===== config.mk =====
export PLATFORM = sky130hd
export DESIGN_NAME = inst_encoder
export DESIGN_NICKNAME = d
export VERILOG_FILES = /design/src/rtl/inst_encoder.sv
export SDC_FILE = /design/constraint.sdc
export NUM_CORES = 1
export LEC_CHECK = 0
export ABC_AREA = 0
export BUFFER_PORTS_ARGS = -buffer_cell sky130_fd_sc_hd__buf_2
export CORE_UTILIZATION = 25
export CTS_BUF_LIST = sky130_fd_sc_hd__clkbuf_8
export DETAILED_ROUTE_END_ITERATION = 7
export PLACE_DENSITY = 0.46
export SLEW_MARGIN = 20
export SYNTH_ARGS = -nofsm -noshare
export SYNTH_HDL_FRONTEND = slang
export SYNTH_SLANG_ARGS = --single-unit

===== constraint.sdc =====
create_clock -name clk -period 3.3 [get_ports clk]
set_input_delay 0.165 -clock clk [delete_from_list [all_inputs] [get_ports clk]]
set_output_delay 0.165 -clock clk [all_outputs]
set_load 0.01 [all_outputs]

===== src/rtl/inst_encoder.sv =====
// inst_encoder: packs RV32I fields into a 32-bit instruction word, checks
// field legality / immediate range, and queues {err,inst} in a small FIFO.
module inst_encoder #(
  parameter int DEPTH = 2,
  parameter int CNT_W = 16
) (
  input  logic             clk,
  input  logic             rst_n,
  input  logic             in_valid,
  output logic             in_ready,
  input  logic [6:0]       in_opcode,
  input  logic [2:0]       in_funct3,
  input  logic [6:0]       in_funct7,
  input  logic [4:0]       in_rd,
  input  logic [4:0]       in_rs1,
  input  logic [4:0]       in_rs2,
  input  logic [31:0]      in_imm,
  output logic             out_valid,
  input  logic             out_ready,
  output logic [31:0]      out_inst,
  output logic             out_err,
  output logic [CNT_W-1:0] enc_cnt,
  output logic [CNT_W-1:0] err_cnt
);

  localparam int PW = $clog2(DEPTH);
  localparam int CW = PW + 1;
  localparam logic [31:0] NOP = 32'h0000_0013;

  typedef struct packed {
    logic        err;
    logic [31:0] inst;
  } entry_t;

  entry_t          enc;
  entry_t          mem [DEPTH];
  logic [PW-1:0]   wr_ptr, rd_ptr;
  logic [CW-1:0]   count;
  logic            push, pop;

  // Sign-uniformity of the immediate's upper bits, i.e. fits in N signed bits
  logic s11, s12, s20;
  assign s11 = (&in_imm[31:11]) | ~(|in_imm[31:11]);
  assign s12 = (&in_imm[31:12]) | ~(|in_imm[31:12]);
  assign s20 = (&in_imm[31:20]) | ~(|in_imm[31:20]);

  // Format selection, packing and legality; illegal bundles become NOP
  always_comb begin
    logic        legal;
    logic [31:0] raw;
    legal = 1'b0;
    raw   = '0;
    case (in_opcode)
      7'h33: begin
        raw   = {in_funct7, in_rs2, in_rs1, in_funct3, in_rd, in_opcode};
        legal = (in_funct7 == 7'h00) ||
                (in_funct7 == 7'h20 && (in_funct3 == 3'b000 || in_funct3 == 3'b101));
      end
      7'h13: begin
        if (in_funct3 == 3'b001 || in_funct3 == 3'b101) begin
          // shift-immediate: funct7 occupies the upper immediate bits
          raw   = {in_funct7, in_imm[4:0], in_rs1, in_funct3, in_rd, in_opcode};
          legal = (in_imm[31:5] == '0) &&
                  ((in_funct7 == 7'h00) ||
                   (in_funct7 == 7'h20 && in_funct3 == 3'b101));
        end else begin
          raw   = {in_imm[11:0], in_rs1, in_funct3, in_rd, in_opcode};
          legal = s11;
        end
      end
      7'h03: begin
        raw   = {in_imm[11:0], in_rs1, in_funct3, in_rd, in_opcode};
        legal = s11 && (in_funct3 != 3'b011) && (in_funct3 != 3'b110) &&
                (in_funct3 != 3'b111);
      end
      7'h67: begin
        raw   = {in_imm[11:0], in_rs1, in_funct3, in_rd, in_opcode};
        legal = s11 && (in_funct3 == 3'b000);
      end
      7'h23: begin
        raw   = {in_imm[11:5], in_rs2, in_rs1, in_funct3, in_imm[4:0], in_opcode};
        legal = s11 && (in_funct3 <= 3'b010);
      end
      7'h63: begin
        raw   = {in_imm[12], in_imm[10:5], in_rs2, in_rs1, in_funct3,
                 in_imm[4:1], in_imm[11], in_opcode};
        legal = s12 && !in_imm[0] && (in_funct3 != 3'b010) && (in_funct3 != 3'b011);
      end
      7'h37, 7'h17: begin
        raw   = {in_imm[31:12], in_rd, in_opcode};
        legal = (in_imm[11:0] == '0);
      end
      7'h6F: begin
        raw   = {in_imm[20], in_imm[10:1], in_imm[11], in_imm[19:12], in_rd, in_opcode};
        legal = s20 && !in_imm[0];
      end
      default: begin
        raw   = '0;
        legal = 1'b0;
      end
    endcase
    enc.err  = !legal;
    enc.inst = legal ? raw : NOP;
  end

  // No push-through when full: in_ready depends on count only
  assign in_ready  = (count < CW'(DEPTH));
  assign out_valid = (count != '0);
  assign push      = in_valid && in_ready;
  assign pop       = out_valid && out_ready;
  assign out_inst  = mem[rd_ptr].inst;
  assign out_err   = mem[rd_ptr].err;

  // FIFO storage and pointers; entries cleared on reset so the head reads 0
  always_ff @(posedge clk or negedge rst_n) begin
    if (!rst_n) begin
      for (int i = 0; i < DEPTH; i++) mem[i] <= '0;
      wr_ptr <= '0;
      rd_ptr <= '0;
      count  <= '0;
    end else begin
      if (push) begin
        mem[wr_ptr] <= enc;
        wr_ptr      <= wr_ptr + PW'(1);
      end
      if (pop) rd_ptr <= rd_ptr + PW'(1);
      case ({push, pop})
        2'b10:   count <= count + CW'(1);
        2'b01:   count <= count - CW'(1);
        default: count <= count;
      endcase
    end
  end

  // Saturating accept / error counters
  always_ff @(posedge clk or negedge rst_n) begin
    if (!rst_n) begin
      enc_cnt <= '0;
      err_cnt <= '0;
    end else if (push) begin
      if (enc_cnt != '1) enc_cnt <= enc_cnt + CNT_W'(1);
      if (enc.err && err_cnt != '1) err_cnt <= err_cnt + CNT_W'(1);
    end
  end

endmodule

-- Word-level counts from Yosys, hierarchy flattened
Index checks and enable logic that the tools add are counted.
- register bits: 102
- input port bits: 68
- output and inout bits: 67
- add/sub/neg operators: 6
- magnitude comparators: 5
- equal/unequal tests: 20
- multiplexer cells: 12
- bitwise operators: 8
- reductions and logical operators: 38
- operators with widths (kind ; count):
    $pmux 32 s7 ; 1
    $mux 33 ; 4
    $bwmux 66 ; 1
    $mux 32 ; 2
    $demux 33 s1 ; 1
    $add 16x1->16 const B ; 2
    $ne 16x16->1 const B ; 2
    $eq 7x6->1 const B ; 4
    $logic_not 27->1 ; 1
    $eq 7x7->1 const B ; 3
    $reduce_and 21->1 ; 1
    $reduce_or 21->1 ; 1
    $reduce_and 20->1 ; 1
    $reduce_or 20->1 ; 1
    $logic_and 1x1->1 ; 16
    $eq 7x5->1 const B ; 2
    $logic_not 12->1 ; 1
    $reduce_and 12->1 ; 1
    $reduce_or 12->1 ; 1
    $pmux 1 s8 ; 1
    $eq 7x2->1 const B ; 1
    $logic_not 7->1 ; 1
    $ne 3x2->1 const B ; 2
    $ne 3x3->1 const B ; 2
    22 further kinds ; 36

-- Logic depth before layout (Yosys ltp)
Gate-level depths: netlist (run 1).
- word-level depth: 10
- mapped depth: 11
- mapped depth without buffers: 7

-- Worst setup path before layout (run 1)
No wires, ideal clock.
- kind: register -> register
- start: reg enc_cnt[4]
- end: reg enc_cnt[15]
- arrival: 2.014 ns
- slack: 1.160 ns
- stages on the path, launching flop included: 9
- buffers on the path: 1
- path through: dfrtp_1 > and4_1 > and4_1 > and3_1 > a31oi_4 > and3_1 > clkbuf_1 > nand4_1 > xnor2_1
- cells in the longest elaborated chain, start to end: 2
- elaborated cells between the ends (all ways): 3
- classes of those cells: add/sub: 1; eq/ne: 1; reduce/logical: 1
- ends and longest elaborated chain (what ; RTL line ; source):
    from (decl) ; 22 ; output logic [CNT_W-1:0] enc_cnt,
    from (signal assigned) ; 141 ; if (enc_cnt != '1) enc_cnt <= enc_cnt + CNT_W'(1);
    parallel branches: the longest is 2 deep, another holds $add 16x1->16 ; -- ;
Parallel ways; which one is timed is not known.
A chain may end at the register's enable or synchronous reset.

-- Worst setup path in the final report (run 1)
- start: in in_funct7[2]
- end: reg err_cnt[1]
- cells in the longest elaborated chain, start to end: 9
- elaborated cells between the ends (all ways): 12
- classes of those cells: eq/ne: 1; mux: 2; reduce/logical: 9
- ends and longest elaborated chain (what ; RTL line ; source):
    from (decl) ; 13 ; input logic [6:0] in_funct7,
    $eq 7x6->1 ; 57, 65 ;
    $logic_and 1x1->1 ; 65 ; (in_funct7 == 7'h20 && in_funct3 == 3'b101));
    $logic_or 1x1->1 ; 64 ; ((in_funct7 == 7'h00) ||
    $logic_and 1x1->1 ; 63 ; legal = (in_imm[31:5] == '0) &&
    $mux 1 ; 60 ; if (in_funct3 == 3'b001 || in_funct3 == 3'b101) begin
    $pmux 1 s8 * ; 53 ; case (in_opcode)
    $logic_not 1->1 * ; 102 ; enc.err = !legal;
    $logic_and 1x1->1 * ; 142 ; if (enc.err && err_cnt != '1) err_cnt <= err_cnt + CNT_W'(1);
    $reduce_and 2->1 (no source line) * ; -- ;
    to (signal assigned) ; 142 ;
    to (decl) ; 23 ; output logic [CNT_W-1:0] err_cnt
Mark *: on every way between the ends. The rest lies on a longest branch, timed or not.

==> flow_summary.toml, run 1 <==
[timing]
hold_viol = 0
rsz0062_at_grt = "no"
maxSlewHeadroom = 0.419
min_period_over_period = 0.704
worst_slack_ns = 0.977
maxClockFrequency_mhz = 431
hold_ws_ns = 0.153
minimum_period_implied_by_the_final_worst_setup_slack_ns = 2.32
worst-slew-pin-transition_ns = 0.871
setup_viol = 0
count_of_final_max_slew_check_failures = 0
final.setup_skew_ns = 0.0170
totalNegativeSetupSlack_ns = 0

[logic_synthesis]
post_synth_and_or_nand_nor_area_fraction = 0.187
synth_fa_ha_area_frac = 0.00696
yosysWarnings = 0
postSynthAreaPerCell_um2 = 10.1
synth_edf_count = 0
synthCells = 532
yosysUniqueCellTypes = 56
synthXorXnorAreaFrac = 0.0552
synth_fp_nets = 603
post_synth_mux_area_share = 0.0759
cell_area_after_synthesis_mm2 = 0.00539
proportion_of_synthesized_chip_area_in_sequential_cells = 0.473
synthArstFlopShare = 1.00
synth_top_family_by_area = "simple AND/OR/NAND/NOR gates"
ys_dominant_reg_cell = "dfrtp_1"
yosys_register_bits = 102
post_synthesis_compound_gate_area_fraction = 0.163

[clock_tree]
h_tree_level_count = 3
clk_latency_worst_skew_pair_ns = 0.38
number_of_buffers_on_the_longest_clock_path = 2
clk_pin_slew_worst_paths_ns = 0.10
cts_made_buffers = 9
tritoncts_clock_tree = "built"
cts.root.buffer_cell = "clkbuf_8"
cts.sink_count = 102

[worst_hold_path]
timing.hold.worst.class = "input pin to flip-flop"
holdCritStartpoint = "out_ready"

[power_and_ir_drop]
totalPowerFinal_uw = 3100
vdd_ir_drop_max_uv = 284
power.leakage_uw = 0.00301
power-per-cell-area_mw_per_mm2 = 475

[place]
gp_congestion = 0.836
preCtsSetupSlack_ns = 0.587
placed_cells = 917
placement.io_buffers = 134
detailed_place_hpwl_mm = 12.4

[floorplanning]
initial_cell_density_of_the_core = 0.256
die_w_um = 149
die_height_um = 149
fp.dieArea_mm2 = 0.0222
floorplan.core_area_mm2 = 0.0211
num_io_pins = 135
fp-row-count = 53

[detailed_routing]
detailedRoute.firstIterationViolations = 353
drt-vias-per-instance = 4.95
route.detailed.drc = 0
drtPass1Iterations = 6
postRouteWirelength_mm = 16.7
vias = 4624
ant_nets = 0
detail_routed_net_length_per_standard_cell_um = 17.9

[setup_path]
max_stage_delay_ns = 0.57
cp-start-kind = "input pin"
path_cells = "buf_2, or4_1, nor3_1, nand4_1, o21ai_0, or3_1, nand2b_4, mux2_4"
rr_startpoint = "enc_cnt[4]$_DFFE_PN0P_"
worst_setup_path_startpoint = "in_funct7[2]"
reg2reg_to = "enc_cnt[15]$_DFFE_PN0P_"
start_to_end_type_of_the_worst_setup_path = "input pin to flip-flop"
regToRegSetupSlack_ns = 1.00
r2r_cells = 7
worst_ep_required_time_ns = 3.57
arrival_ns = 2.59
worstPathMaxFanout = 12
critPathCaptureType = "flip-flop"
worstSetupEndpoint = "err_cnt[1]$_DFFE_PN0P_"
crit_path_top_delay_cell = "nor3_1"

[layout]
finalNetCount = 725
ff_latch_area_mm2 = 0.00255
n_fill_cell = 2254
layout.cells.non_filler = 935
layout-drive-gt1-share = 0.317
area.growth.synth_to_final_pct = 21.0
multiInputGateArea_mm2 = 0.00266

[global_routing]
vias_in_the_first_global_route = 4547
grt_start_max_net_pins = 68
gr-usage-all-layers = 0.152
initial_antenna_violation_count = 1
globalRoute.totalOverflow = 0
grt_first_pass_wirelength_mm = 26.0

[flow_run]
max_cap_viols = 0

[status]
status = "complete, no violations"
==> per-layer routing <==
metal  up-vias  track usage  wire [µm]
li1       2207            -          -
met1      2262        0.199       7420
met2       128        0.244       8010
met3        27       0.0358        846
met4         0       0.0577        437
met5         -            0          0
==> cells by family after synthesis <==
| logic type | count (synthesis) |
|---|---|
| muxes | 36 |
| buffers and inverters | 44 |
| AOI/OAI and AO/OA | 117 |
| DFF | 102 |
| xor gates and xnor gates | 34 |
| adders and majority gates | 3 |
| and+or+nand+nor | 196 |
==> cells in the final DEF, fill, tap and decap left out, types with 5 or more instances in the layout <==
master / n
xnor2_1: 17
inv_1: 10
o31ai_1: 54
buf_2: 133
a222oi_1: 10
a21oi_1: 5
buf_4: 12
mux2_2: 35
o21ai_0: 12
nand2_1: 85
nand4_1: 19
clkbuf_8: 9
and3_1: 12
nor2_1: 21
a22oi_1: 15
xor2_1: 17
nand3_1: 14
dfrtp_1: 102
nand2b_1: 5
nor3_1: 8
==> sequential cells by signal, indices dropped and copies added, names as in the netlist <==
signal and cells:
wr_ptr 1, rd_ptr 1, err_cnt 16, mem 66, enc_cnt 16, count 2
==> synthesized netlist by cell type (7+ instances only) <==
master / number / area (µm²)
a222oi_1: 10 / 100
a22oi_1: 15 / 113
and3_1: 12 / 75.1
buf_2: 7 / 35.0
clkbuf_1: 21 / 78.8
dfrtp_1: 102 / 2550
inv_1: 9 / 33.8
mux2_2: 35 / 394
nand2_1: 86 / 323
nand3_1: 14 / 70.1
nand4_1: 19 / 119
nor2_1: 21 / 78.8
nor3_1: 8 / 40.0
o21ai_0: 12 / 60.1
o31ai_1: 54 / 405
xnor2_1: 17 / 149
xor2_1: 17 / 149
==> area by class of cell <==
cell class	count	share of cell area
repair buffers	146	0.117
well taps	275	0.0527
flip-flops and latches	102	0.391
inverters	9	0.00517
clock buffers	9	0.0190
clock inverters	7	0.00728
diodes	1	0.000383
multi-input cells	386	0.407
==> worst max-delay path, delay by kind of cell <==
family,cells,cell delay [ns]
AOI/OAI and AO/OA,1,0.19
and+or+nand+nor,5,1.82
buffers and inverters,1,0.11
muxes,1,0.29
==> what timing repair did <==
| action | in CTS | in global routing |
|---|---|---|
| hold endpoints to repair | 65 | 0 |
| hold buffers | 1 | 0 |
| resized for setup | 0 | 0 |
| buffers inserted | 0 | 0 |
==> metrics by stage <==
step | utilization | area, µm²
after floorplan | - | 5390
after global placement | 0.301 | 6340
after detailed placement | 0.301 | 6340
after CTS | 0.309 | 6530
after global routing | 0.309 | 6530
final | 0.310 | 6530
==> worst min path at each step <==
| stage | to | slack [ns] | cells past startpoint |
|---|---|---|---|
| after floorplan | count[0]$_DFFE_PN0P_ | -0.13 | 0 |
| after global placement | enc_cnt[7]$_DFFE_PN0P_ | 0.34 | 1 |
| after detailed placement | enc_cnt[7]$_DFFE_PN0P_ | 0.34 | 1 |
| after CTS | rd_ptr$_DFFE_PN0P_ | 0.13 | 3 |
| after global routing | rd_ptr$_DFFE_PN0P_ | 0.14 | 3 |
| final | rd_ptr$_DFFE_PN0P_ | 0.15 | 3 |
==> power breakdown <==
group	leakage, µW	internal [µW]	switching (µW)
Sequential	0.00136	1360	126
Clock	0.0000916	278	462
Combinational	0.00156	336	537
(Power assumes the default switching activity.)
==> run 2: changes to the inputs <==
==> constraint.sdc (replaced) <==
create_clock -name clk -period 2.2 [get_ports clk]
set_input_delay 0.11 -clock clk [delete_from_list [all_inputs] [get_ports clk]]
set_output_delay 0.11 -clock clk [all_outputs]
set_load 0.01 [all_outputs]
==> run 2 against run 1 <==
  * Cell area up 6.8%
  * Combinational power grew 65%
  * Clock skew shrank 0.0048 ns
  * Clock power is 74% higher
  * Clock-buffer cell count did not move
  * Critical path depth fell by 1
  * Cell count increased by 4.8%
  * Via count rose by 4.4%
  * Die area unchanged
  * Global-route usage is 0.46 points higher
  * Flip-flop and latch count did not move
  * Total power increased by 60%
==> flow_summary.toml, run 2 (synthesis gave the netlist of run 1 again) <==
[floorplanning]
initial_cell_density_of_the_core = 0.256
die_height_um = 149
floorplan.core_area_mm2 = 0.0211
num_io_pins = 135
die_w_um = 149
fp.dieArea_mm2 = 0.0222
fp-row-count = 53

[layout]
finalNetCount = 771
most_common_cell_after_layout_fill_and_taps_aside = "buf_2"
area.growth.synth_to_final_pct = 29.3
largest_reg_flops = 66
multiInputGateArea_mm2 = 0.00266
n_fill_cell = 2214
antenna_cells = 0
mostFrequentLayoutCells = "133 x buf_2, 102 x dfrtp_1, 85 x nand2_1"
reg_top3 = "mem x66, enc_cnt x16, err_cnt x16"
stdcell_area_mm2 = 0.00697
ff_latch_area_mm2 = 0.00255
layout-drive-gt1-share = 0.365
register_containing_the_most_flip_flops_in_the_final_layout = "mem"

[power_and_ir_drop]
vdd_ir_drop_max_uv = 466
share_clk_of_total_power = 0.260
power_frac_comb = 0.291
internal_power_consumption_uw = 3180
power-per-cell-area_mw_per_mm2 = 711
power.leakage_uw = 0.00328
totalPowerFinal_uw = 4960
sw_frac_of_total = 0.358
seq_power_share = 0.449
p_switching_uw = 1780

[global_routing]
grt_first_pass_wirelength_mm = 26.7
grt_start_max_net_pins = 68
globalRoute.totalOverflow = 0
initial_antenna_violation_count = 0
gr-usage-all-layers = 0.157
vias_in_the_first_global_route = 4846

[setup_path]
start_to_end_type_of_the_worst_setup_path = "flip-flop to flip-flop"
worstPathMaxFanout = 6
arrival_ns = 2.33
worst_ep_required_time_ns = 2.48
regToRegSetupSlack_ns = 0.15
cp-start-kind = "flip-flop"
critPathCaptureType = "flip-flop"
reg2reg_to = "enc_cnt[15]$_DFFE_PN0P_"
r2r_cells = 7
rr_startpoint = "enc_cnt[5]$_DFFE_PN0P_"

[worst_hold_path]
timing.hold.worst.class = "input pin to flip-flop"
holdCritStartpoint = "out_ready"
hold_end = "rd_ptr$_DFFE_PN0P_"
min_path_cells = 3

[timing]
setup_viol = 0
worst-slew-pin-transition_ns = 0.596
hold_viol = 0
minimum_period_implied_by_the_final_worst_setup_slack_ns = 2.05
hold_ws_ns = 0.0990
worst_slack_ns = 0.146
min_period_over_period = 0.934
rsz0062_at_grt = "no"
maxClockFrequency_mhz = 487
count_of_final_max_slew_check_failures = 0
maxSlewHeadroom = 0.599
final.setup_skew_ns = 0.0123
totalNegativeSetupSlack_ns = 0

[clock_tree]
cts.sink_count = 102
clk_pin_slew_worst_paths_ns = 0.11
post_cts_buffers = 0
cts.root.buffer_cell = "clkbuf_8"
cts_made_buffers = 9
clk_latency_worst_skew_pair_ns = 0.39
h_tree_level_count = 3
number_of_buffers_on_the_longest_clock_path = 2
tritoncts_clock_tree = "built"

[place]
detailed_place.area_mm2 = 0.00675
placement.io_buffers = 134
detailed_place_hpwl_mm = 12.9
preCtsSetupSlack_ns = -0.103
gp_congestion = 0.847

[detailed_routing]
drtPass1Iterations = 6
detailedRoute.firstIterationViolations = 241
drt-vias-per-instance = 4.93
detail_routed_net_length_per_standard_cell_um = 17.4
route.detailed.drc = 0
vias = 4827
postRouteWirelength_mm = 17.1
ant_nets = 0

[status]
status = "complete, no violations"

[flow_run]
max_cap_viols = 0
run 2: cell count changes in the layout (fill, tap and decap cells not counted), sizes merged:
cell    delta
buf       +46
diode      -1
bufinv     +1
inv        -1
run 2: how the worst max path moves through the flow:
stage                           startpoint  cells after the start  slack (ns)                       to
global route        enc_cnt[5]$_DFFE_PN0P_                      7        0.02  enc_cnt[15]$_DFFE_PN0P_
detailed placement              in_imm[12]                     10       -0.10   err_cnt[5]$_DFFE_PN0P_
global placement                in_imm[27]                      9       -0.12   err_cnt[1]$_DFFE_PN0P_
floorplan           enc_cnt[4]$_DFFE_PN0P_                      8        0.06  enc_cnt[15]$_DFFE_PN0P_
CTS                 enc_cnt[5]$_DFFE_PN0P_                      7        0.12  enc_cnt[15]$_DFFE_PN0P_
finish              enc_cnt[5]$_DFFE_PN0P_                      7        0.15  enc_cnt[15]$_DFFE_PN0P_
run 2: power groups by stage:
stage / registers [µW] / clock network, µW / logic (µW)
after floorplan: 2270 / 0 / 800
after CTS: 2230 / 1360 / 1470
after detailed placement: 2260 / 0 / 1470
final: 2230 / 1290 / 1440
after global placement: 2250 / 0 / 1450
after global routing: 2260 / 1440 / 1580
run 2: per-stage QoR:
step	utilization	instances
6_report	0.331	980
5_1_grt	0.331	980
4_1_cts	0.330	980
3_5_place_dp	0.320	963
3_3_place_gp	0.320	963
2_1_floorplan	-	532
run 2: per-layer routing:
layer / vias to the layer above / track usage / wire [µm]
met3: 16 / 0.0251 / 619
met2: 112 / 0.260 / 8470
met1: 2393 / 0.207 / 7730
met4: 0 / 0.0541 / 252
met5: - / 0 / 0
li1: 2306 / - / -
run 2: area by class of cell:
class,count,share of cell area
Tap cell,275,0.0494
Inverter,9,0.00485
Sequential cell,102,0.366
Timing Repair Buffer,192,0.168
Clock inverter,7,0.0115
Multi-Input combinational cell,386,0.382
Clock buffer,9,0.0178
run 2: repair_timing:
item | in CTS | in global routing
gates resized for setup | 0 | 1
hold buffers | 1 | 0
endpoints found under the hold margin | 35 | 0
endpoints found under the setup margin | 0 | 1
run 2: critical path: stages, from the launching register on:
cell and delay, ns:
dfrtp_1 0.44, and4_1 0.22, and4_1 0.22, and3_1 0.25
a31oi_4 0.19, and3_1 0.31, nand4_1 0.15, xnor2_1 0.14
